**config.mk**
```make
export PLATFORM = sky130hd
export DESIGN_NAME = cmos_frame_transmitter_flat
export DESIGN_NICKNAME = d
export VERILOG_FILES = /design/src/rtl/cmos_frame_transmitter_if.sv /design/src/rtl/cmos_frame_transmitter.sv /design/src/flat_wrapper.sv
export SDC_FILE = /design/constraint.sdc
export NUM_CORES = 1
export LEC_CHECK = 0
export CAP_MARGIN = 15
export CORE_ASPECT_RATIO = 0.7
export CORE_MARGIN = 5
export CORE_UTILIZATION = 50
export CTS_CLUSTER_SIZE = 24
export DETAILED_ROUTE_END_ITERATION = 10
export GPL_ROUTABILITY_DRIVEN = 0
export HOLD_SLACK_MARGIN = 0.06
export PLACE_DENSITY_LB_ADDON = 0.3
export SLEW_MARGIN = 0
export SYNTH_ARGS = -nofsm -noshare
export SYNTH_HDL_FRONTEND = slang
export SYNTH_SLANG_ARGS = --single-unit
```
**constraint.sdc**
```tcl
create_clock -name pixel_clk_cmos_i -period 4.85 [get_ports pixel_clk_cmos_i]
set_input_delay 0.97 -clock pixel_clk_cmos_i [delete_from_list [all_inputs] [get_ports pixel_clk_cmos_i]]
set_output_delay 0.97 -clock pixel_clk_cmos_i [all_outputs]
set_load 0.01 [all_outputs]
```
**src/rtl/cmos_frame_transmitter_if.sv**
```systemverilog
// cmos_frame_transmitter_if: camera pins plus frame-store read port of the CMOS emulator
interface cmos_frame_transmitter_if #(
    parameter int ADDR_WIDTH = 17
);
    logic                  enable_i;
    logic [ADDR_WIDTH-1:0] pixel_addr_o;
    logic [15:0]           pixel_data_i;
    logic                  vsync_cmos_o;
    logic                  href_cmos_o;
    logic [7:0]            pixel_data_cmos_o;
    logic                  frame_start_o;
    modport master (
        input  enable_i, pixel_data_i,
        output pixel_addr_o, vsync_cmos_o, href_cmos_o, pixel_data_cmos_o, frame_start_o
    );
    modport slave (
        output enable_i, pixel_data_i,
        input  pixel_addr_o, vsync_cmos_o, href_cmos_o, pixel_data_cmos_o, frame_start_o
    );
endinterface

```
**src/rtl/cmos_frame_transmitter.sv**
```systemverilog
// cmos_frame_transmitter: OV7670-style VSYNC/HREF/RGB565 byte source fed from a frame store
module cmos_frame_transmitter #(
    parameter int H_ACTIVE      = 320,
    parameter int V_ACTIVE      = 240,
    parameter int H_BLANK       = 144,
    parameter int VSYNC_LINES   = 3,
    parameter int V_BACK_LINES  = 17,
    parameter int V_FRONT_LINES = 10,
    parameter int ADDR_WIDTH    = $clog2(H_ACTIVE*V_ACTIVE)
) (
    input logic                      pixel_clk_cmos_i,
    input logic                      reset_i,
    cmos_frame_transmitter_if.master bus
);
    localparam int LINE_LEN    = 2*H_ACTIVE + H_BLANK;
    localparam int FRAME_LINES = VSYNC_LINES + V_BACK_LINES + V_ACTIVE + V_FRONT_LINES;
    localparam int HW          = $clog2(LINE_LEN);
    localparam int LW          = $clog2(FRAME_LINES + 1);
    localparam logic [HW-1:0] H_LAST = HW'(LINE_LEN - 1);
    localparam logic [HW-1:0] H_HREF = HW'(2*H_ACTIVE);
    localparam logic [ADDR_WIDTH-1:0] A_LAST = ADDR_WIDTH'(H_ACTIVE*V_ACTIVE - 1);

    typedef enum logic [2:0] {IDLE, VSYNC, BACK, ACTIVE, FRONT} state_t;

    state_t        state, state_n, frame_end;
    logic [HW-1:0] h_cnt, h_n;
    logic [LW-1:0] line_cnt, line_n, line_last;
    logic          line_end, state_done, href_n;
    logic [7:0]    hold;

    always_comb begin
        line_end   = h_cnt == H_LAST;
        line_last  = state == VSYNC  ? LW'(VSYNC_LINES - 1) :
                     state == BACK   ? LW'(V_BACK_LINES - 1) :
                     state == ACTIVE ? LW'(V_ACTIVE - 1) : LW'(V_FRONT_LINES - 1);
        state_done = line_end && line_cnt == line_last;
        frame_end  = bus.enable_i ? VSYNC : IDLE;
        // Zero-length back/front porches are skipped rather than given a dead state
        state_n    = state == IDLE ? (bus.enable_i ? VSYNC : IDLE) :
                     !state_done   ? state :
                     state == VSYNC  ? (V_BACK_LINES == 0 ? ACTIVE : BACK) :
                     state == BACK   ? ACTIVE :
                     state == ACTIVE ? (V_FRONT_LINES == 0 ? frame_end : FRONT) : frame_end;
        h_n        = (state_n != state || state == IDLE || line_end) ? '0 : h_cnt + 1'b1;
        line_n     = state_n != state ? '0 : line_end ? line_cnt + 1'b1 : line_cnt;
        href_n     = state_n == ACTIVE && h_n < H_HREF;
    end

    // Outputs are registered from next-state values so they align with the state they describe
    always_ff @(posedge pixel_clk_cmos_i or posedge reset_i) begin
        if (reset_i) begin
            state                 <= IDLE;
            h_cnt                 <= '0;
            line_cnt              <= '0;
            hold                  <= '0;
            bus.pixel_addr_o      <= '0;
            bus.vsync_cmos_o      <= 1'b0;
            bus.href_cmos_o       <= 1'b0;
            bus.pixel_data_cmos_o <= 8'h00;
            bus.frame_start_o     <= 1'b0;
        end else begin
            state                 <= state_n;
            h_cnt                 <= h_n;
            line_cnt              <= line_n;
            bus.vsync_cmos_o      <= state_n == VSYNC;
            bus.href_cmos_o       <= href_n;
            bus.frame_start_o     <= state_n == VSYNC && state != VSYNC;
            bus.pixel_data_cmos_o <= !href_n ? 8'h00 : h_n[0] ? hold : bus.pixel_data_i[15:8];
            if (href_n && !h_n[0]) begin
                hold             <= bus.pixel_data_i[7:0];
                bus.pixel_addr_o <= bus.pixel_addr_o == A_LAST ? '0 : bus.pixel_addr_o + 1'b1;
            end else if (state_n == IDLE || state_n == VSYNC) begin
                bus.pixel_addr_o <= '0;
            end
        end
    end
endmodule

```
**src/flat_wrapper.sv**
```systemverilog
// flat-port wrapper written by rule: the top's interface ports become plain ports
module cmos_frame_transmitter_flat 
#(
    parameter int H_ACTIVE      = 320,
    parameter int V_ACTIVE      = 240,
    parameter int H_BLANK       = 144,
    parameter int VSYNC_LINES   = 3,
    parameter int V_BACK_LINES  = 17,
    parameter int V_FRONT_LINES = 10,
    parameter int ADDR_WIDTH    = $clog2(H_ACTIVE*V_ACTIVE)
)
  (pixel_clk_cmos_i, reset_i, bus_enable_i, bus_pixel_data_i, bus_pixel_addr_o, bus_vsync_cmos_o, bus_href_cmos_o, bus_pixel_data_cmos_o, bus_frame_start_o);
  cmos_frame_transmitter_if #(.ADDR_WIDTH(ADDR_WIDTH)) bus_i ();
  input logic pixel_clk_cmos_i;
  input logic reset_i;
  input wire logic [$bits(bus_i.enable_i)-1:0] bus_enable_i;
  input wire logic [$bits(bus_i.pixel_data_i)-1:0] bus_pixel_data_i;
  output wire logic [$bits(bus_i.pixel_addr_o)-1:0] bus_pixel_addr_o;
  output wire logic [$bits(bus_i.vsync_cmos_o)-1:0] bus_vsync_cmos_o;
  output wire logic [$bits(bus_i.href_cmos_o)-1:0] bus_href_cmos_o;
  output wire logic [$bits(bus_i.pixel_data_cmos_o)-1:0] bus_pixel_data_cmos_o;
  output wire logic [$bits(bus_i.frame_start_o)-1:0] bus_frame_start_o;
  assign bus_i.enable_i = bus_enable_i;
  assign bus_i.pixel_data_i = bus_pixel_data_i;
  assign bus_pixel_addr_o = bus_i.pixel_addr_o;
  assign bus_vsync_cmos_o = bus_i.vsync_cmos_o;
  assign bus_href_cmos_o = bus_i.href_cmos_o;
  assign bus_pixel_data_cmos_o = bus_i.pixel_data_cmos_o;
  assign bus_frame_start_o = bus_i.frame_start_o;
  cmos_frame_transmitter #(.H_ACTIVE(H_ACTIVE), .V_ACTIVE(V_ACTIVE), .H_BLANK(H_BLANK), .VSYNC_LINES(VSYNC_LINES), .V_BACK_LINES(V_BACK_LINES), .V_FRONT_LINES(V_FRONT_LINES), .ADDR_WIDTH(ADDR_WIDTH)) u_core (.pixel_clk_cmos_i(pixel_clk_cmos_i), .reset_i(reset_i), .bus(bus_i));
endmodule
```
Word level (Yosys, flattened, before mapping):

Index checks and enable logic that the tools add are counted.

* $lt $le $gt $ge: 1
* reductions and logical operators: 12
* equality and inequality tests: 10
* muxes and demuxes: 17
* add/sub/neg operators: 3

Operator list (count)
* two-way mux 17 bit: 3
* two-way mux 9 bit: 4
* two-way mux 8 bit: 3
* adder 17 x 1 -> 17 bit, second input constant: 1
* equality test 17 bit, second input constant: 1
* two-way mux 3 bit: 5
* adder 10 x 1 -> 10 bit, second input constant: 1
* equality test 10 bit, second input constant: 1
* < comparator 10 bit, second input constant: 1
* two-way mux 10 bit: 1
* adder 9 x 1 -> 9 bit, second input constant: 1
* equality test 3 x 2 -> 1 bit, second input constant: 3
* equality test 9 bit: 1
* equality test 3 x 1 -> 1 bit, second input constant: 2
* zero test 3 bit: 2
* logical AND 1 bit: 4
* nonzero test 2 bit: 2
* logical OR 1 bit: 3
* != test 3 x 1 -> 1 bit, second input constant: 1
* != test 3 bit: 1
* zero test 1 bit: 1
* two-way mux 1 bit: 1

* logic and storage cells: 52
* register bits after elaboration: 58
* output and inout bits: 28

Depth between registers and ports, before layout:

Gate-level depths: netlist (run 1).

* depth after elaboration: 16
* gate-level depth with buffers: 11

Least setup slack after synthesis (run 1):

OpenSTA, ideal clock, no wires.

* path type: register -> register
* start point: reg u_core.h_cnt[0]
* end point: reg u_core.bus.pixel_addr_o[11]
* arrival: 2.631 ns
* path slack: 2.093 ns
* data required time: 4.724 ns
* stages on the path, launching flop included: 12
* clock period less this slack: 2.757 ns
* setup time: 0.126 ns
* path buffers: 3
* path through: dfrtp_1 ha_1 and3_1 and4_1 buf_2 nand4b_2 or4b_4 o211a_1 buf_6 and2_4 buf_6 a221o_1

* word-level cells in the longest chain between the ends: 12
* elaborated cells between the ends (all ways): 19
* those cells by class: 1 x add/sub; 1 x order compare; 4 x eq/ne; 4 x mux; 9 x reduce/logical

RTL lines
* start, declared: line cmos_frame_transmitter.sv:26 `logic [HW-1:0] h_cnt, h_n;`
* start signal, assigned: line cmos_frame_transmitter.sv:63 `h_cnt <= h_n;`
* equality test 10 bit: line cmos_frame_transmitter.sv:32 `line_end = h_cnt == H_LAST;`
* logical AND 1 bit: line cmos_frame_transmitter.sv:36 `state_done = line_end && line_cnt == line_last;`
* two-way mux 3 bit: line cmos_frame_transmitter.sv:40 `!state_done ? state :`
* two-way mux 3 bit: line cmos_frame_transmitter.sv:39 `state_n = state == IDLE ? (bus.enable_i ? VSYNC : IDLE) :`
* != test 3 bit: line cmos_frame_transmitter.sv:44 `h_n = (state_n != state || state == IDLE || line_end) ? '0 : h_cnt + 1'b1;`
* logical OR 1 bit (2 in series): line cmos_frame_transmitter.sv:44
* two-way mux 10 bit: line cmos_frame_transmitter.sv:44
* < comparator 10 bit: line cmos_frame_transmitter.sv:46 `href_n = state_n == ACTIVE && h_n < H_HREF;`
* logical AND 1 bit: line cmos_frame_transmitter.sv:46
* logical AND 1 bit: line cmos_frame_transmitter.sv:69 `if (href_n && !h_n[0]) begin`
* two-way mux 17 bit / nonzero test 2 bit (equally long branches)
* end signal, assigned: line cmos_frame_transmitter.sv:71 `bus.pixel_addr_o <= bus.pixel_addr_o == A_LAST ? '0 : bus.pixel_addr_o + 1'b1;`
* end, declared: line cmos_frame_transmitter_if.sv:14 `output pixel_addr_o, vsync_cmos_o, href_cmos_o, pixel_data_cmos_o, frame_start_o`

Several ways; a longest one is shown, not always the timed one.
A chain may end at the register's enable or synchronous reset.

Worst setup path after layout (run 1):

* start point: reg u_core.h_cnt[0]
* end point: reg u_core.bus.pixel_addr_o[4]

Same word-level chain as after synthesis.

==> results of run 1 <==
layout make-up:
| class | instances | area (sq um) | share of cell area (%) |
|---|---|---|---|
| clock inverter | 4 | 73.8 | 1.93 |
| clock buffer | 12 | 155 | 4.06 |
| tap | 78 | 97.6 | 2.55 |
| multi-input combinational | 235 | 1490 | 39.0 |
| inverter | 21 | 78.8 | 2.06 |
| timing repair buffer | 48 | 475 | 12.4 |
| sequential | 58 | 1450 | 38.0 |
state kept, by name, indices dropped and copies added (netlist names):
name / count
u_core.state: 3
u_core.h_cnt: 10
u_core.bus.frame_start_o: 1
u_core.line_cnt: 9
u_core.bus.pixel_addr_o: 17
u_core.bus.pixel_data_cmos_o: 8
u_core.hold: 8
u_core.bus.href_cmos_o: 1
u_core.bus.vsync_cmos_o: 1
power by group:
part	internal, W	switching [W]
logic	0.0000489	0.0000459
registers	0.000513	0.0000369
clock network	0.000318	0.000194
synth_stat cells (all sizes together), types with 2 or more instances:
cell	count
a21oi	14
a221o	3
and2	3
and3	7
and4	3
buf	7
clkbuf	6
dfrtp	58
ha	3
inv	21
mux2	8
mux2i	2
nand2	37
nand2b	3
nand3	17
nand3b	2
nand4	12
nor2	36
nor2b	2
nor3	5
nor4	2
o2111ai	2
o21a	2
o21ai	12
o221ai	12
o2bb2ai	2
o31ai	3
or3	4
or4	5
xnor2	10
xor2	8
layer usage:
metal	vias up	global-route usage, %	wire (um)
met2	102	27.8	3030
met3	14	6.44	598
met5	-	0	0
met4	0	6.75	127
met1	1267	28.1	3540
li1	1267	-	-
cell families (layout without fill, tap and decap cells):
family | after synthesis | after routing
AOI/OAI and AO/OA | 61 | 61
xor gates and xnor gates | 18 | 18
adders and majority gates | 3 | 3
buffers and inverters | 34 | 85
DFF | 58 | 58
muxes | 10 | 10
and+or+nand+nor | 143 | 143
worst max-delay path by stage:
stage / start / end / cells past startpoint
finish: u_core.h_cnt[0] / u_core.bus.pixel_addr_o[4] / 8
global route: u_core.h_cnt[0] / u_core.bus.pixel_addr_o[4] / 8
CTS: u_core.h_cnt[0] / u_core.bus.pixel_addr_o[4] / 8
detailed placement: u_core.h_cnt[0] / u_core.bus.pixel_addr_o[7] / 8
global placement: u_core.h_cnt[0] / u_core.bus.pixel_addr_o[6] / 8
floorplan: u_core.h_cnt[0] / u_core.bus.pixel_addr_o[11] / 11
metrics by stage:
| step | instances | instance area [sq um] | utilization [%] | setup WS (ns) |
|---|---|---|---|---|
| final | 456 | 3820 | 62.4 | 1.10 |
| after global routing | 456 | 3820 | 62.4 | 0.774 |
| after CTS | 456 | 3820 | 62.4 | 1.15 |
| after detailed placement | 440 | 3590 | 58.7 | 1.19 |
| after global placement | 440 | 3590 | 58.7 | 1.33 |
| after floorplan | 327 | 3090 | - | 2.09 |
worst register-to-register path: cells and delay by family (launching register included):
kind | cells | cell delay [ns]
and+or+nand+nor | 4 | 1.34
adders and majority gates | 1 | 0.27
DFF | 1 | 0.56
AOI/OAI and AO/OA | 3 | 1.41
==> insert_results.sql, run 1 <==
INSERT INTO impl_metrics (metric_group, metric, value, unit) VALUES
('status', 'outcome', 'completed', ''),
('pwr', 'vdd_drop_max', '0.179', 'mV'),
('clocking', 'clk_pin_slew_worst_paths', '0.07', 'ns'),
('yosys', 'post_synth_xor_xnor_area', '5.10', '%'),
('clocking', 'cts_root_buffer', 'sky130_fd_sc_hd__clkbuf_8', ''),
('clocking', 'insertion_delay', '0.34', 'ns'),
('clocking', 'holdBufCountCts', '0', ''),
('yosys', 'number_of_flops_mapped_to_enable_cells_by_yosys', '0', ''),
('placement', 'numPortBuffers', '46', ''),
('clocking', 'clock_sinks', '58', ''),
('min_path', 'min-delay-path-class', 'reg -> reg', ''),
('sta', 'hold_ws', '0.516', 'ns'),
('clocking', 'numCtsBuffers', '9', ''),
('pwr', 'post-layout-total-power', '0.00116', 'W'),
('yosys', 'synth_nets', '349', ''),
('critical_path', 'worstRegToRegCells', '8', ''),
('yosys', 'seq_area_frac_synth', '46.9', '%'),
('sta', 'final.setup.tns', '0', 'ns'),
('yosys', 'ys.warnings.count', '0', ''),
('grt', 'overflow', '0', ''),
('sta', 'report.final.setup_viol', '0', ''),
('clocking', 'h-tree-depth', '3', ''),
('critical_path', 'crit_path_max_fanout', '16', ''),
('sta', 'grt_setup_unrepaired', 'no', ''),
('floorplanning', 'starting_utilization_of_the_core_area', '50.5', '%'),
('clocking', 'post-cts-setup-buffers', '0', ''),
('grt', 'antenna_found_initial', '0', ''),
('yosys', 'synth_async_sr_flop_share', '100', '%'),
('layout', 'mostFrequentLayoutCell', 'sky130_fd_sc_hd__dfrtp_1', ''),
('detailed_routing', 'route.antenna.remaining_nets', '0', ''),
('critical_path', 'top_delay_family_on_crit_path', 'compound AO/OA/AOI/OAI gates', ''),
('clocking', 'ctsLongestPathBuffers', '2', ''),
('yosys', 'synth_top_cell_area_share', '46.9', '%'),
('detailed_routing', 'drt_first_iter_violations', '182', ''),
('yosys', 'synth_mux_area_share', '3.68', '%'),
('yosys', 'synth-seq-cells', '58', ''),
('layout', 'layout.cells.most_common_list', 'sky130_fd_sc_hd__dfrtp_1 (58), sky130_fd_sc_hd__clkdlybuf4s50_1 (46), sky130_fd_sc_hd__nand2_1 (37), sky130_fd_sc_hd__nor2_1 (36), sky130_fd_sc_hd__inv_1 (20)', ''),
('critical_path', 'critPathLaunchType', 'register', ''),
('yosys', 'syn_area_per_cell', '9.45', 'sq um'),
('yosys', 'complex_gate_fraction_of_the_synthesized_area', '14.4', '%'),
('layout', 'layout-drive-gt1-share', '9.52', '%'),
('grt', 'number_of_global_route_vias_before_repair', '2490', ''),
('detailed_routing', 'via_per_inst', '5.81', ''),
('layout', 'fin_nets', '395', ''),
('pwr', 'power.leakage', '1.59', 'nW'),
('floorplanning', 'die_height', '75.8', 'um'),
('critical_path', 'crit-reg2reg-capture', 'u_core.bus.pixel_addr_o[4]', ''),
('layout', 'antennaDiodeCount', '0', ''),
('yosys', 'synthFlopType', 'sky130_fd_sc_hd__dfrtp_1', ''),
('floorplanning', 'fp.dieArea', '7880', 'sq um'),
('critical_path', 'path_class', 'reg -> reg', ''),
('yosys', 'main_combinational_cell_family_by_area_after_synthesis', 'simple AND/OR/NAND/NOR gates', ''),
('sta', 'tightest_slew', '1.06', 'ns'),
('pwr', 'power_per_cell_area', '302', 'nW/um^2'),
('min_path', 'hold_path_depth', '1', ''),
('sta', 'fmax', '267', 'MHz'),
('critical_path', 'setup.worst_path.end_class', 'register', ''),
('critical_path', 'worstPathBufferInverterCount', '0', ''),
('detailed_routing', 'detailedRoute.firstPassIterationCount', '5', ''),
('sta', 'maxSlewHeadroom', '28.7', '%'),
('critical_path', 'crit_path_cell_trace', 'ha_1, and3_1, and4_1, nand4b_2, or3_1, a21oi_2, o2bb2ai_1, o221ai_1', ''),
('critical_path', 'critical_path.max_stage_delay', '0.59', 'ns'),
('detailed_routing', 'post_drt_wl_per_cell', '16.0', 'um'),
('sta', 'finalCritPeriodShare', '77.3', '%'),
('floorplanning', 'core-area', '6130', 'sq um'),
('yosys', 'synth.top_cells.by_area', 'sky130_fd_sc_hd__dfrtp_1 (47%), sky130_fd_sc_hd__nand2_1 (4.5%), sky130_fd_sc_hd__nor2_1 (4.4%), sky130_fd_sc_hd__o221ai_1 (3.4%), sky130_fd_sc_hd__xnor2_1 (2.8%)', ''),
('critical_path', 'critical_path_arrival', '3.90', 'ns'),
('min_path', 'min_delay_worst_endpoint', 'u_core.hold[0]', ''),
('grt', 'grt_util_all_layers', '19.5', '%'),
('floorplanning', 'die_x', '104', 'um'),
('sta', 'drv_slew', '0', '');
Note: power is estimated with default switching activity, not from simulation.
==> run 2, diff against run 1 <==
clock period = 3.5 ns   (was 4.85 ns; I/O delays follow)
==> run 2 against run 1 <==
Compared with the run above:
- via count fell by 0.42%
- cell area stayed put
- fmax up 24%
- critical path depth is 1 higher
- combinational power rose by 41%
- count of clock-buffer cells in the layout decreased by 1
- worst setup slack worse by 0.63 ns
- sequential power up 38%
==> insert_results.sql, run 2 (synthesis results as in run 1) <==
INSERT INTO impl_metrics (metric_group, metric, value, unit) VALUES
('layout', 'mostFrequentLayoutCell', 'sky130_fd_sc_hd__dfrtp_1', ''),
('pwr', 'post-layout-total-power', '0.00150', 'W'),
('critical_path', 'crit_path_cell_trace', 'ha_1, and3_1, and4_1, nand4b_2, or3_1, a21oi_2, buf_4, nand3_1, o221ai_1', ''),
('layout', 'largest_register_ff_count', '17', ''),
('floorplanning', 'die_height', '75.8', 'um'),
('layout', 'layout-drive-gt1-share', '10.5', '%'),
('detailed_routing', 'drt_first_iter_violations', '173', ''),
('critical_path', 'top_delay_family_on_crit_path', 'simple AND/OR/NAND/NOR gates', ''),
('grt', 'grt_util_all_layers', '18.4', '%'),
('sta', 'maxSlewHeadroom', '52.9', '%'),
('clocking', 'ctsLongestPathBuffers', '2', ''),
('critical_path', 'path_class', 'reg -> reg', ''),
('detailed_routing', 'detailedRoute.firstPassIterationCount', '4', ''),
('layout', 'fin_nets', '400', ''),
('clocking', 'clk_pin_slew_worst_paths', '0.07', 'ns'),
('critical_path', 'crit_path_max_fanout', '13', ''),
('sta', 'grt_setup_unrepaired', 'no', ''),
('pwr', 'power_per_cell_area', '393', 'nW/um^2'),
('layout', 'largestRegisters', 'u_core.bus.pixel_addr_o: 17 flops, u_core.h_cnt: 10 flops, u_core.line_cnt: 9 flops', ''),
('critical_path', 'crit-reg2reg-capture', 'u_core.bus.pixel_addr_o[14]', ''),
('pwr', 'vdd_drop_max', '0.256', 'mV'),
('clocking', 'numCtsBuffers', '9', ''),
('grt', 'pin_count_of_the_biggest_net_entering_global_routing', '59', ''),
('sta', 'final.setup.tns', '0', 'ns'),
('critical_path', 'worstPathBufferInverterCount', '1', ''),
('grt', 'overflow', '0', ''),
('critical_path', 'setup.worst_path.end_class', 'register', ''),
('floorplanning', 'design.portCount', '47', ''),
('floorplanning', 'die_x', '104', 'um'),
('sta', 'finClkSkew', '0.0121', 'ns'),
('critical_path', 'worstRegToRegCells', '9', ''),
('clocking', 'post-cts-setup-buffers', '0', ''),
('placement', 'hpwlAfterDp', '4890', 'um'),
('critical_path', 'worstSetupEndpoint', 'u_core.bus.pixel_addr_o[14]', ''),
('layout', 'max_flop_register', 'u_core.bus.pixel_addr_o', ''),
('layout', 'layout.cells.most_common_list', 'sky130_fd_sc_hd__dfrtp_1 (58), sky130_fd_sc_hd__clkdlybuf4s50_1 (46), sky130_fd_sc_hd__nand2_1 (37), sky130_fd_sc_hd__nor2_1 (36), sky130_fd_sc_hd__inv_1 (20)', ''),
('floorplanning', 'fp.dieArea', '7880', 'sq um'),
('clocking', 'holdBufCountCts', '0', ''),
('sta', 'drv_slew', '0', ''),
('sta', 'report.final.setup_viol', '0', ''),
('clocking', 'clock_sinks', '58', ''),
('pwr', 'power.leakage', '1.60', 'nW'),
('clocking', 'h-tree-depth', '3', ''),
('clocking', 'cts_root_buffer', 'sky130_fd_sc_hd__clkbuf_8', ''),
('detailed_routing', 'route.antenna.remaining_nets', '0', ''),
('critical_path', 'critPathRequiredTime', '3.75', 'ns'),
('layout', 'final_core_density', '62.4', '%'),
('sta', 'timing_hold_violations_final', '0', ''),
('layout', 'antennaDiodeCount', '0', ''),
('status', 'outcome', 'completed', ''),
('detailed_routing', 'drc_errors', '0', ''),
('sta', 'fmax', '330', 'MHz'),
('detailed_routing', 'num_vias', '2639', ''),
('placement', 'numPortBuffers', '46', ''),
('floorplanning', 'core.rowCount', '24', ''),
('critical_path', 'critPathSlowestCell', 'sky130_fd_sc_hd__or3_1', ''),
('grt', 'global_route_wire_length_before_repair', '11700', 'um'),
('min_path', 'worstHoldStart', 'u_core.hold[6]', ''),
('flow_run', 'max_cap_viols', '0', ''),
('clocking', 'cts_tree', 'done', ''),
('floorplanning', 'starting_utilization_of_the_core_area', '50.5', '%'),
('floorplanning', 'core-area', '6130', 'sq um'),
('critical_path', 'critPathLaunch', 'u_core.h_cnt[1]', ''),
('critical_path', 'regToRegSetupSlack', '0.47', 'ns'),
('critical_path', 'critPathLaunchType', 'register', ''),
('layout', 'synthToLayoutAreaGrowth', '23.7', '%'),
('critical_path', 'critical_path.max_stage_delay', '0.48', 'ns'),
('clocking', 'insertion_delay', '0.34', 'ns'),
('detailed_routing', 'post_drt_wl_per_cell', '15.4', 'um'),
('detailed_routing', 'routed_wirelength', '7060', 'um'),
('sta', 'finalCritPeriodShare', '86.6', '%'),
('critical_path', 'critical_path_cell_count', '9', ''),
('detailed_routing', 'via_per_inst', '5.75', ''),
('critical_path', 'regToRegStartpoint', 'u_core.h_cnt[1]', ''),
('sta', 'fin_crit', '3.03', 'ns'),
('grt', 'antenna_found_initial', '0', ''),
('sta', 'hold_ws', '0.507', 'ns'),
('clocking', 'total_of_cells_resized_after_clock_tree_synthesis', '0', ''),
('grt', 'number_of_global_route_vias_before_repair', '2437', ''),
('min_path', 'min-delay-path-class', 'reg -> reg', ''),
('critical_path', 'critical_path_arrival', '3.28', 'ns'),
('sta', 'tightest_slew', '0.706', 'ns');
==> run 2: cell types whose count changed in the layout (fill, tap and decap cells not counted) <==
| cell | delta |
|---|---|
| sky130_fd_sc_hd__buf_4 | +5 |
| sky130_fd_sc_hd__bufinv_16 | -1 |
| sky130_fd_sc_hd__clkbuf_1 | -1 |
| sky130_fd_sc_hd__clkinv_2 | +1 |
| sky130_fd_sc_hd__clkinv_4 | -1 |
==> run 2: worst reg2reg max path: stages, from the launching register on <==
cell                       delay, ns
sky130_fd_sc_hd__dfrtp_1        0.37
sky130_fd_sc_hd__ha_1           0.21
sky130_fd_sc_hd__and3_1         0.26
sky130_fd_sc_hd__and4_1         0.38
sky130_fd_sc_hd__nand4b_2       0.23
sky130_fd_sc_hd__or3_1          0.48
sky130_fd_sc_hd__a21oi_2        0.24
sky130_fd_sc_hd__buf_4          0.24
sky130_fd_sc_hd__nand3_1        0.28
sky130_fd_sc_hd__o221ai_1       0.27
==> run 2: where the power goes <==
group          switching (W)  leakage, nW  internal, W  total, W
Combinational      0.0000647        0.710    0.0000688  0.000134
Clock               0.000254        0.101     0.000357  0.000611
Sequential         0.0000477        0.786     0.000711  0.000758
Total               0.000366         1.60      0.00114   0.00150
==> run 2: cell type report <==
type	count	area (sq um)
Multi-Input combinational cell	235	1490
Fill cell	548	2300
Timing Repair Buffer	53	513
Clock inverter	3	40.0
Clock buffer	11	151
Sequential cell	58	1450
Tap cell	78	97.6
Inverter	21	78.8
==> run 2: per-stage QoR <==
stage | std cells | instance area [sq um] | setup WS (ns)
5_1_grt | 459 | 3820 | 0.208
6_report | 459 | 3820 | 0.468
2_1_floorplan | 327 | 3090 | 0.743
3_5_place_dp | 445 | 3630 | 0.516
4_1_cts | 459 | 3820 | 0.503
3_3_place_gp | 445 | 3630 | 0.659
==> run 2: layer usage <==
| metal | part of all wire (%) | vias to the layer above | wire length [um] | track usage [%] |
|---|---|---|---|---|
| met5 | 0 | - | 0 | 0 |
| met4 | 0.35 | 0 | 25 | 4.60 |
| met3 | 8.5 | 2 | 601 | 7.79 |
| met2 | 45 | 88 | 3150 | 28.7 |
| met1 | 47 | 1271 | 3280 | 24.2 |
| li1 | - | 1278 | - | - |
==> run 2: worst min path at each step <==
stage	to	slack, ns	depth (start not counted)
2_1_floorplan	u_core.hold[0]	0.48	1
3_3_place_gp	u_core.hold[4]	0.49	1
3_5_place_dp	u_core.hold[6]	0.50	1
4_1_cts	u_core.hold[6]	0.51	1
5_1_grt	u_core.hold[6]	0.52	1
6_report	u_core.hold[6]	0.51	1
